File: src/rtl/costas_ftw_ctrl.sv
// Costas loop NCO frequency-word controller.
// Clamps the loop correction, slew-limits the FTW and tracks carrier lock.
module costas_ftw_ctrl #(
  parameter int                FTW_W      = 32,
  parameter int                CORR_W     = 32,
  parameter logic [CORR_W-1:0] MAX_OFFSET = 32'h0100_0000,
  parameter logic [FTW_W-1:0]  SLEW_STEP  = '0,
  parameter logic [CORR_W-1:0] LOCK_TOL   = 32'h0000_1000,
  parameter int                LOCK_CNT   = 64,
  parameter int                UNLOCK_CNT = 16
) (
  input  logic              clk,
  input  logic              rst,
  input  logic              iw_Loop_Filter_ReWork_h,
  input  logic              i_hold,
  input  logic [FTW_W-1:0]  i_ftw_ini,
  input  logic [CORR_W-1:0] i_Carrier_Loop_data,
  input  logic              i_Carrier_Loop_valid,
  output logic [FTW_W-1:0]  o_ftw,
  output logic              o_ftw_valid,
  output logic              o_locked,
  output logic              o_sat
);

  localparam int CMAX = (LOCK_CNT > UNLOCK_CNT) ? LOCK_CNT : UNLOCK_CNT;
  localparam int CW   = $clog2(CMAX + 1);

  localparam logic signed [CORR_W:0] MAXP = {1'b0, MAX_OFFSET};
  localparam logic signed [CORR_W:0] MAXN = -MAXP;

  typedef enum logic {ACQ, TRACK} state_t;

  state_t              state;
  logic [CW-1:0]       cnt;
  logic [CORR_W-1:0]   prev_corr;
  logic                first;

  logic signed [CORR_W:0]   corr_x;
  logic signed [CORR_W:0]   c;
  logic signed [CORR_W-1:0] c_s;
  logic [FTW_W-1:0]         c_f;
  logic                     sat;
  logic [FTW_W-1:0]         tgt;
  logic [FTW_W-1:0]         d;
  logic [FTW_W-1:0]         d_mag;
  logic [FTW_W-1:0]         ftw_nxt;
  logic [CORR_W:0]          cd;
  logic [CORR_W:0]          cd_mag;
  logic                     steady;
  logic [CW-1:0]            cnt_inc;

  // Clamp the correction and form the slew-limited next FTW
  always_comb begin
    corr_x = {i_Carrier_Loop_data[CORR_W-1], i_Carrier_Loop_data};
    if (corr_x > MAXP)
      c = MAXP;
    else if (corr_x < MAXN)
      c = MAXN;
    else
      c = corr_x;
    sat = (c != corr_x);
    c_s = c[CORR_W-1:0];
    tgt = i_ftw_ini + c_f;
    d = tgt - o_ftw;
    d_mag = d[FTW_W-1] ? -d : d;
    if (SLEW_STEP == '0 || d_mag <= SLEW_STEP)
      ftw_nxt = tgt;
    else if (d[FTW_W-1])
      ftw_nxt = o_ftw - SLEW_STEP;
    else
      ftw_nxt = o_ftw + SLEW_STEP;
  end

  if (FTW_W >= CORR_W) begin : g_ext
    assign c_f = FTW_W'(c_s);
  end else begin : g_trunc
    assign c_f = c_s[FTW_W-1:0];
  end

  // Steadiness of the raw correction against the previous sample
  always_comb begin
    cd = {i_Carrier_Loop_data[CORR_W-1], i_Carrier_Loop_data}
       - {prev_corr[CORR_W-1], prev_corr};
    cd_mag = cd[CORR_W] ? -cd : cd;
    steady = !first && (cd_mag <= {1'b0, LOCK_TOL});
    cnt_inc = (cnt == CW'(CMAX)) ? cnt : cnt + 1'b1;
  end

  // FTW register, strobes and lock FSM
  always_ff @(posedge clk) begin
    if (rst || iw_Loop_Filter_ReWork_h) begin
      o_ftw       <= i_ftw_ini;
      o_ftw_valid <= !rst;
      o_locked    <= 1'b0;
      o_sat       <= 1'b0;
      state       <= ACQ;
      cnt         <= '0;
      prev_corr   <= '0;
      first       <= 1'b1;
    end else if (i_hold) begin
      o_ftw_valid <= 1'b0;
    end else if (i_Carrier_Loop_valid) begin
      o_ftw       <= ftw_nxt;
      o_ftw_valid <= 1'b1;
      o_sat       <= sat;
      prev_corr   <= i_Carrier_Loop_data;
      first       <= 1'b0;
      unique case (state)
        ACQ: begin
          if (!steady) begin
            cnt <= '0;
          end else if (cnt_inc >= CW'(LOCK_CNT)) begin
            state    <= TRACK;
            o_locked <= 1'b1;
            cnt      <= '0;
          end else begin
            cnt <= cnt_inc;
          end
        end
        TRACK: begin
          if (steady) begin
            cnt <= '0;
          end else if (cnt_inc >= CW'(UNLOCK_CNT)) begin
            state    <= ACQ;
            o_locked <= 1'b0;
            cnt      <= '0;
          end else begin
            cnt <= cnt_inc;
          end
        end
        default: begin
          state <= ACQ;
          cnt   <= '0;
        end
      endcase
    end else begin
      o_ftw_valid <= 1'b0;
    end
  end

endmodule

File: config.mk
export PLATFORM = sky130hd
export DESIGN_NAME = costas_ftw_ctrl
export DESIGN_NICKNAME = d
export VERILOG_FILES = /design/src/rtl/costas_ftw_ctrl.sv
export SDC_FILE = /design/constraint.sdc
export NUM_CORES = 1
export LEC_CHECK = 0
export ABC_AREA = 1
export ABC_CLOCK_PERIOD_IN_PS = 5300
export BUFFER_PORTS_ARGS = -buffer_cell sky130_fd_sc_hd__buf_2
export CELL_PAD_IN_SITES_DETAIL_PLACEMENT = 1
export CELL_PAD_IN_SITES_GLOBAL_PLACEMENT = 2
export CORE_UTILIZATION = 32
export CTS_BUF_LIST = sky130_fd_sc_hd__clkbuf_4
export DETAILED_ROUTE_END_ITERATION = 10
export HOLD_SLACK_MARGIN = 0.1
export PLACE_DENSITY = 0.95
export SYNTH_ARGS = -nofsm -noshare
export SYNTH_HDL_FRONTEND = slang
export SYNTH_SLANG_ARGS = --single-unit
File: constraint.sdc
create_clock -name clk -period 5.3 [get_ports clk]
set_input_delay 0.53 -clock clk [delete_from_list [all_inputs] [get_ports clk]]
set_output_delay 0.53 -clock clk [all_outputs]
set_load 0.005 [all_outputs]
Word level (Yosys, flattened, before mapping)
Cells that the tools add are included.
{"block": "classes", "mul": 0, "reduce_logical": 8, "shifts": 0, "eq_ne": 7, "div_mod_pow": 0, "mux": 25, "bitwise": 2, "magnitude_cmp": 5, "add_sub_neg": 4}
{"cell": "33-bit two-way mux", "n": 3}
{"cell": "32-bit two-way mux", "n": 3}
{"cell": "7-bit two-way mux", "n": 5}
{"cell": "33-bit by 13-bit less-or-equal comparator with 1-bit output (second input constant)", "n": 1}
{"cell": "33-bit by 32-bit inequality test with 1-bit output", "n": 1}
{"cell": "33-bit negation", "n": 1}
{"cell": "32-bit by 32-bit subtractor with 33-bit output", "n": 1}
{"cell": "32-bit adder", "n": 1}
{"cell": "32-bit by 26-bit greater-than comparator with 1-bit output (second input constant)", "n": 1}
{"cell": "32-bit by 25-bit less-than comparator with 1-bit output (second input constant)", "n": 1}
{"cell": "7-bit one-hot mux with 2 select lines", "n": 1}
{"cell": "1-bit two-way mux", "n": 11}
{"cell": "7-bit by 1-bit adder with 7-bit output (second input constant)", "n": 1}
{"cell": "7-bit == test (second input constant)", "n": 1}
{"cell": "7-bit by 5-bit >= comparator with 1-bit output (second input constant)", "n": 1}
{"cell": "7-bit >= comparator (second input constant)", "n": 1}
{"cell": "2-bit inequality test (second input constant)", "n": 3}
{"cell": "6-bit AND reduction", "n": 1}
{"cell": "2-bit by 1-bit inequality test with 1-bit output (second input constant)", "n": 2}
{"cell": "1-bit one-hot mux with 2 select lines", "n": 2}
{"cell": "2-bit AND reduction", "n": 2}
{"cell": "1-bit logical NOT", "n": 2}
{"cell": "1-bit NOT", "n": 2}
{"cell": "2-bit nonzero test", "n": 1}
{"cell": "other kinds (2)", "n": 2}
{"block": "totals", "mem_count": 0, "wordCells": 59, "latch_bits": 0, "ramBits": 0, "mem_bits_ro": 0, "reg_bits": 76, "output_inout_bits": 35}

Depth between registers and ports, before layout
{"block": "depth", "depth_word": 7, "mapped_depth": 32}

Worst setup path after synthesis
No wires, ideal clock.
{"block": "synth_timing", "path_type": "input -> register", "start": "input port i_Carrier_Loop_data[29]", "end": "register o_ftw[26] (data pin)", "arrival_time_ps": 3636, "required_time_ps": 5046, "path_slack_ps": 1410, "path_buffers": 1, "setup_time_ps": 254, "cell_stages": 29, "path_cell_list": "nand4_1 -> nor2_1 -> nand3_1 -> ha_1 -> nor2_1 -> inv_1 -> clkbuf_1 -> nor2_1 -> ha_1 -> inv_1 -> fa_1 -> inv_1 -> nand2_1 -> nand2_1 -> a21oi_1 -> nor2_1 -> o21ai_0 -> nand2_1 -> nand2_1 -> nand2_1 -> a21oi_1 -> inv_1 -> nand3_1 -> nand3_1 -> nand3_1 -> nand2_1 -> or2_2 -> nand3_1 -> nand2_1"}
{"block": "synth_between", "elab_chain_cells": 7, "elab_cells_between_ends": 8}
{"item": "from (decl)", "line_no": "17", "text": "input logic [CORR_W-1:0] i_Carrier_Loop_data,"}
{"item": "32-bit by 25-bit less-than comparator with 1-bit output", "line_no": "57", "text": "else if (corr_x < MAXN)"}
{"item": "33-bit two-way mux", "line_no": "57"}
{"item": "33-bit two-way mux *", "line_no": "55", "text": "if (corr_x > MAXP)"}
{"item": "32-bit adder *", "line_no": "63", "text": "tgt = i_ftw_ini + c_f;"}
{"item": "32-bit two-way mux *", "line_no": "102", "text": "end else if (i_Carrier_Loop_valid) begin"}
{"item": "32-bit two-way mux *", "line_no": "100", "text": "end else if (i_hold) begin"}
{"item": "32-bit two-way mux *", "line_no": "91", "text": "if (rst || iw_Loop_Filter_ReWork_h) begin"}
{"item": "to (signal assigned)", "line_no": "92", "text": "o_ftw <= i_ftw_ini;"}
{"item": "to (signal assigned)", "line_no": "103", "text": "o_ftw <= ftw_nxt;"}
{"item": "to (decl)", "line_no": "19", "text": "output logic [FTW_W-1:0] o_ftw,"}
Mark *: on every way between the ends. The rest lies on a longest branch, timed or not. The select of a mux whose other input is x is not followed.
A chain may end at the register's enable or synchronous reset.

Final worst setup path
{"block": "layout_timing", "start": "input port i_Carrier_Loop_data[4]", "end": "register o_ftw[27] (data pin)"}
The elaborated chain is that of the path after synthesis.

==> impl_metrics.env <==
export IMPL_status="completed"
export IMPL_min_path_cells=2
export IMPL_async_flop_share_pct=0
export IMPL_postCtsSetupRepairBufs=0
export IMPL_min_to="o_ftw_valid"
export IMPL_worst_path_max_fanout=12
export IMPL_grt_busiest_layer="met2"
export IMPL_skew_ns=0.03712
export IMPL_syn_area_sq_mm=0.009122
export IMPL_required_ns=5.50
export IMPL_wl_per_cell_um=15.84
export IMPL_vias=10390
export IMPL_syn_nets=1738
export IMPL_crit_top_cell="nand2_1"
export IMPL_clkLatencyLatePin_ns=0.47
export IMPL_power_share_clock_pct=21.0
export IMPL_finalMaxSlewViolations=0
export IMPL_postPlaceCellArea_sq_mm=0.01008
export IMPL_met1_usage_pct=29.24
export IMPL_final_hold_viol_count=0
export IMPL_multiInputGateArea_sq_mm=0.006205
export IMPL_num_rows=61
export IMPL_grt_pass1_wl_mm=53.85
export IMPL_seqPwrFrac_pct=34.7
export IMPL_dp_cells=2066
export IMPL_post_route_min_period_ns=4.513
export IMPL_ctsHoldBuffers=0
export IMPL_worstHoldStart="rst"
export IMPL_grt_pass1_vias=10580
export IMPL_cts_sinks=76
export IMPL_start_kind="input port"
export IMPL_via_per_inst=4.986
export IMPL_die_area_sq_mm=0.02919
export IMPL_drt_first_pass_iters=5
export IMPL_max_stage_delay_ns=0.65
export IMPL_grt_overflow_total=0
export IMPL_finalSetupTns_ns=0
export IMPL_nFillCells=3964
export IMPL_comb_power_share_pct=44.3
export IMPL_power_density_mw_per_mm2=188.8
export IMPL_fin_crit_sh_pct=85.15
export IMPL_cts_buffers=9
export IMPL_cap_violations=0
export IMPL_grt_max_degree=61
export IMPL_drive_gt1_share_pct=11.97
export IMPL_critPathKind="input port to flop"
export IMPL_start_util_pct=32.66
export IMPL_end_kind="flop"
export IMPL_p_sw_uw=835.7
export IMPL_crit_path_top_delay_cell="nor4_1"
export IMPL_reg2reg_slack_ns=1.21
export IMPL_synth_distinct_cells=40
export IMPL_grt_antenna_before_repair=1
export IMPL_peakVddDrop_v=0.0001269
export IMPL_core_area_sq_mm=0.02793
export IMPL_relSlewSlack_pct=46.02
export IMPL_final_nets=1836
export IMPL_global_route_usage_met2_pct=41.74
export IMPL_finalSetupViolCount=0
export IMPL_ctsHtreeMaxLevel=3
export IMPL_final_antenna_net_count=0
export IMPL_design_area_sq_mm=0.01023
export IMPL_drtIter0Drc=529
export IMPL_power_internal_uw=1095
export IMPL_final_core_util_pct=36.61
export IMPL_swShare_pct=43.29
export IMPL_worst_pin_slew_ns=0.8035
export IMPL_clockBufferDepth=2
export IMPL_synth_area_per_cell_sq_um=5.698
export IMPL_synth_edf_count=32
export IMPL_ys_warn_count=0
export IMPL_grt_usage_pct=23.53
export IMPL_rsz0062_at_grt="no"
export IMPL_dpl_hpwl_mm=28.21
export IMPL_portBuffers=103
export IMPL_die_w_um=170.8
export IMPL_leakage_uw=0.005442
export IMPL_crit_chain="buf_2 -> nor4_1 -> nand4_1 -> nand3_1 -> nand2_1 -> nor2_1 -> inv_1 -> nor2_1 -> ha_1 -> nand2_1 -> nand2_1 -> a31oi_1 -> inv_1 -> a21oi_1 -> o21bai_1 -> nand2_1 -> nand2_1 -> a21oi_1 -> o21ai_0 -> a31oi_1 -> o21bai_1 -> xnor2_1 -> o21ai_0"
export IMPL_critPathArrivalTime_ns=4.72
export IMPL_ys_ff_latch=76
export IMPL_reg2reg_depth=24
export IMPL_regArea_sq_mm=0.001842
export IMPL_cts_tree="done"
export IMPL_worstReg2RegStart="prev_corr[0]"
export IMPL_cts_clk_slew_worst_paths_ns=0.14
export IMPL_globalplace_congestion=0.8950
export IMPL_postSynthCellCount=1601
export IMPL_drc=0
export IMPL_use_met3_pct=2.845
export IMPL_holdCritPathClass="input port to flop"
export IMPL_die_h_um=170.8
export IMPL_r2r_end="cnt[0]"
export IMPL_totalWireLength_mm=33.00
export IMPL_ios=104
export IMPL_area_growth_pct=12.10
export IMPL_max_freq_ghz=0.2216
export IMPL_ys_seq_area_share_pct=20.19
export IMPL_cts_root_buf="clkbuf_4"
export IMPL_post_cts_resized=0
export IMPL_synth_flop_cell="dfxtp_1"
export IMPL_fin_cells=2083
==> cells in the final DEF (no fill, tap or decap), drive strengths merged, types with 6 or more instances in the layout <==
master,n
nor3,16
dfxtp,44
nand4,30
nand3b,6
xor2,12
nand2,573
or2,16
nor4,6
inv,259
ha,66
buf,113
nand3,141
clkbuf,11
o21bai,8
nor2,168
edfxtp,32
xnor2,7
a21oi,95
o21ai,72
==> registers in the layout, summed over array words and instances (netlist names) <==
| register | count |
|---|---|
| first | 1 |
| o_ftw_valid | 1 |
| prev_corr | 32 |
| o_ftw | 32 |
| o_locked | 1 |
| state | 1 |
| o_sat | 1 |
| cnt | 7 |
==> cell families after synthesis <==
kind of cell,Yosys count,share of synthesized area [%]
DFF,76,20.19
AOI/OAI and AO/OA,194,11.49
and+or+nand+nor,959,45.04
buffers and inverters,285,11.96
adders and majority gates,68,9.491
xor gates and xnor gates,19,1.824
==> critical path, delay by kind of cell <==
kind / cells / cell delay (ns)
compound gates: 8 / 1.68
xor+xnor: 1 / 0.13
fa+ha+maj: 1 / 0.19
buf+inv: 3 / 0.42
simple gates: 10 / 1.76
==> worst max-delay path by stage <==
stage	startpoint	end	slack, ns
5_1_grt	i_Carrier_Loop_data[4]	o_ftw[27]	0.37
3_3_place_gp	i_Carrier_Loop_data[4]	o_ftw[27]	0.50
4_1_cts	i_Carrier_Loop_data[4]	o_ftw[27]	0.80
3_5_place_dp	i_Carrier_Loop_data[4]	o_ftw[27]	0.28
6_report	i_Carrier_Loop_data[4]	o_ftw[27]	0.79
2_1_floorplan	i_Carrier_Loop_data[29]	o_ftw[26]	1.41
==> layer usage <==
metal | routed length [um] | part of all wire (%) | vias up
met2 | 15990 | 48 | 148
li1 | - | - | 5303
met3 | 1008 | 3.1 | 47
met4 | 972 | 2.9 | 0
met1 | 15020 | 46 | 4888
met5 | 0 | 0 | -
==> synthesized netlist by cell type (all sizes together) (19+ instances only) <==
cell / count / area share (%)
o21ai: 72 / 4.0
edfxtp: 32 / 11
nand2: 573 / 24
clkbuf: 19 / 0.78
ha: 66 / 9.1
inv: 256 / 11
dfxtp: 44 / 9.7
nor2: 168 / 7.5
nand3: 141 / 8.1
a21oi: 95 / 5.3
nand4: 30 / 2.1
==> stage by stage <==
stage	setup WS, ns	hold slack [ns]	total power, uW
2_1_floorplan	1.410	0.4331	1263
3_3_place_gp	0.4972	0.4431	1515
3_5_place_dp	0.2818	0.4546	1539
4_1_cts	0.7969	0.2628	1953
5_1_grt	0.3659	0.2796	2089
6_report	0.7870	0.3133	1931
==> area by class of cell <==
type                    count  share of cell area (%)
multi-input cells        1240                   60.68
flip-flops and latches     76                   18.01
inverters                 259                   9.507
repair buffers            113                   5.775
well taps                 378                   4.625
clock buffers              11                  0.8075
clock inverters             5                  0.5751
diodes                      1                 0.02447
==> power by group through the flow <==
stage | Combinational, uW | Clock [uW] | Sequential (uW)
2_1_floorplan | 577 | 0 | 686
3_3_place_gp | 832 | 0 | 683
3_5_place_dp | 856 | 0 | 683
4_1_cts | 860 | 423 | 671
5_1_grt | 972 | 442 | 675
6_report | 855 | 406 | 670
Note: power is estimated with default switching activity, not from simulation.
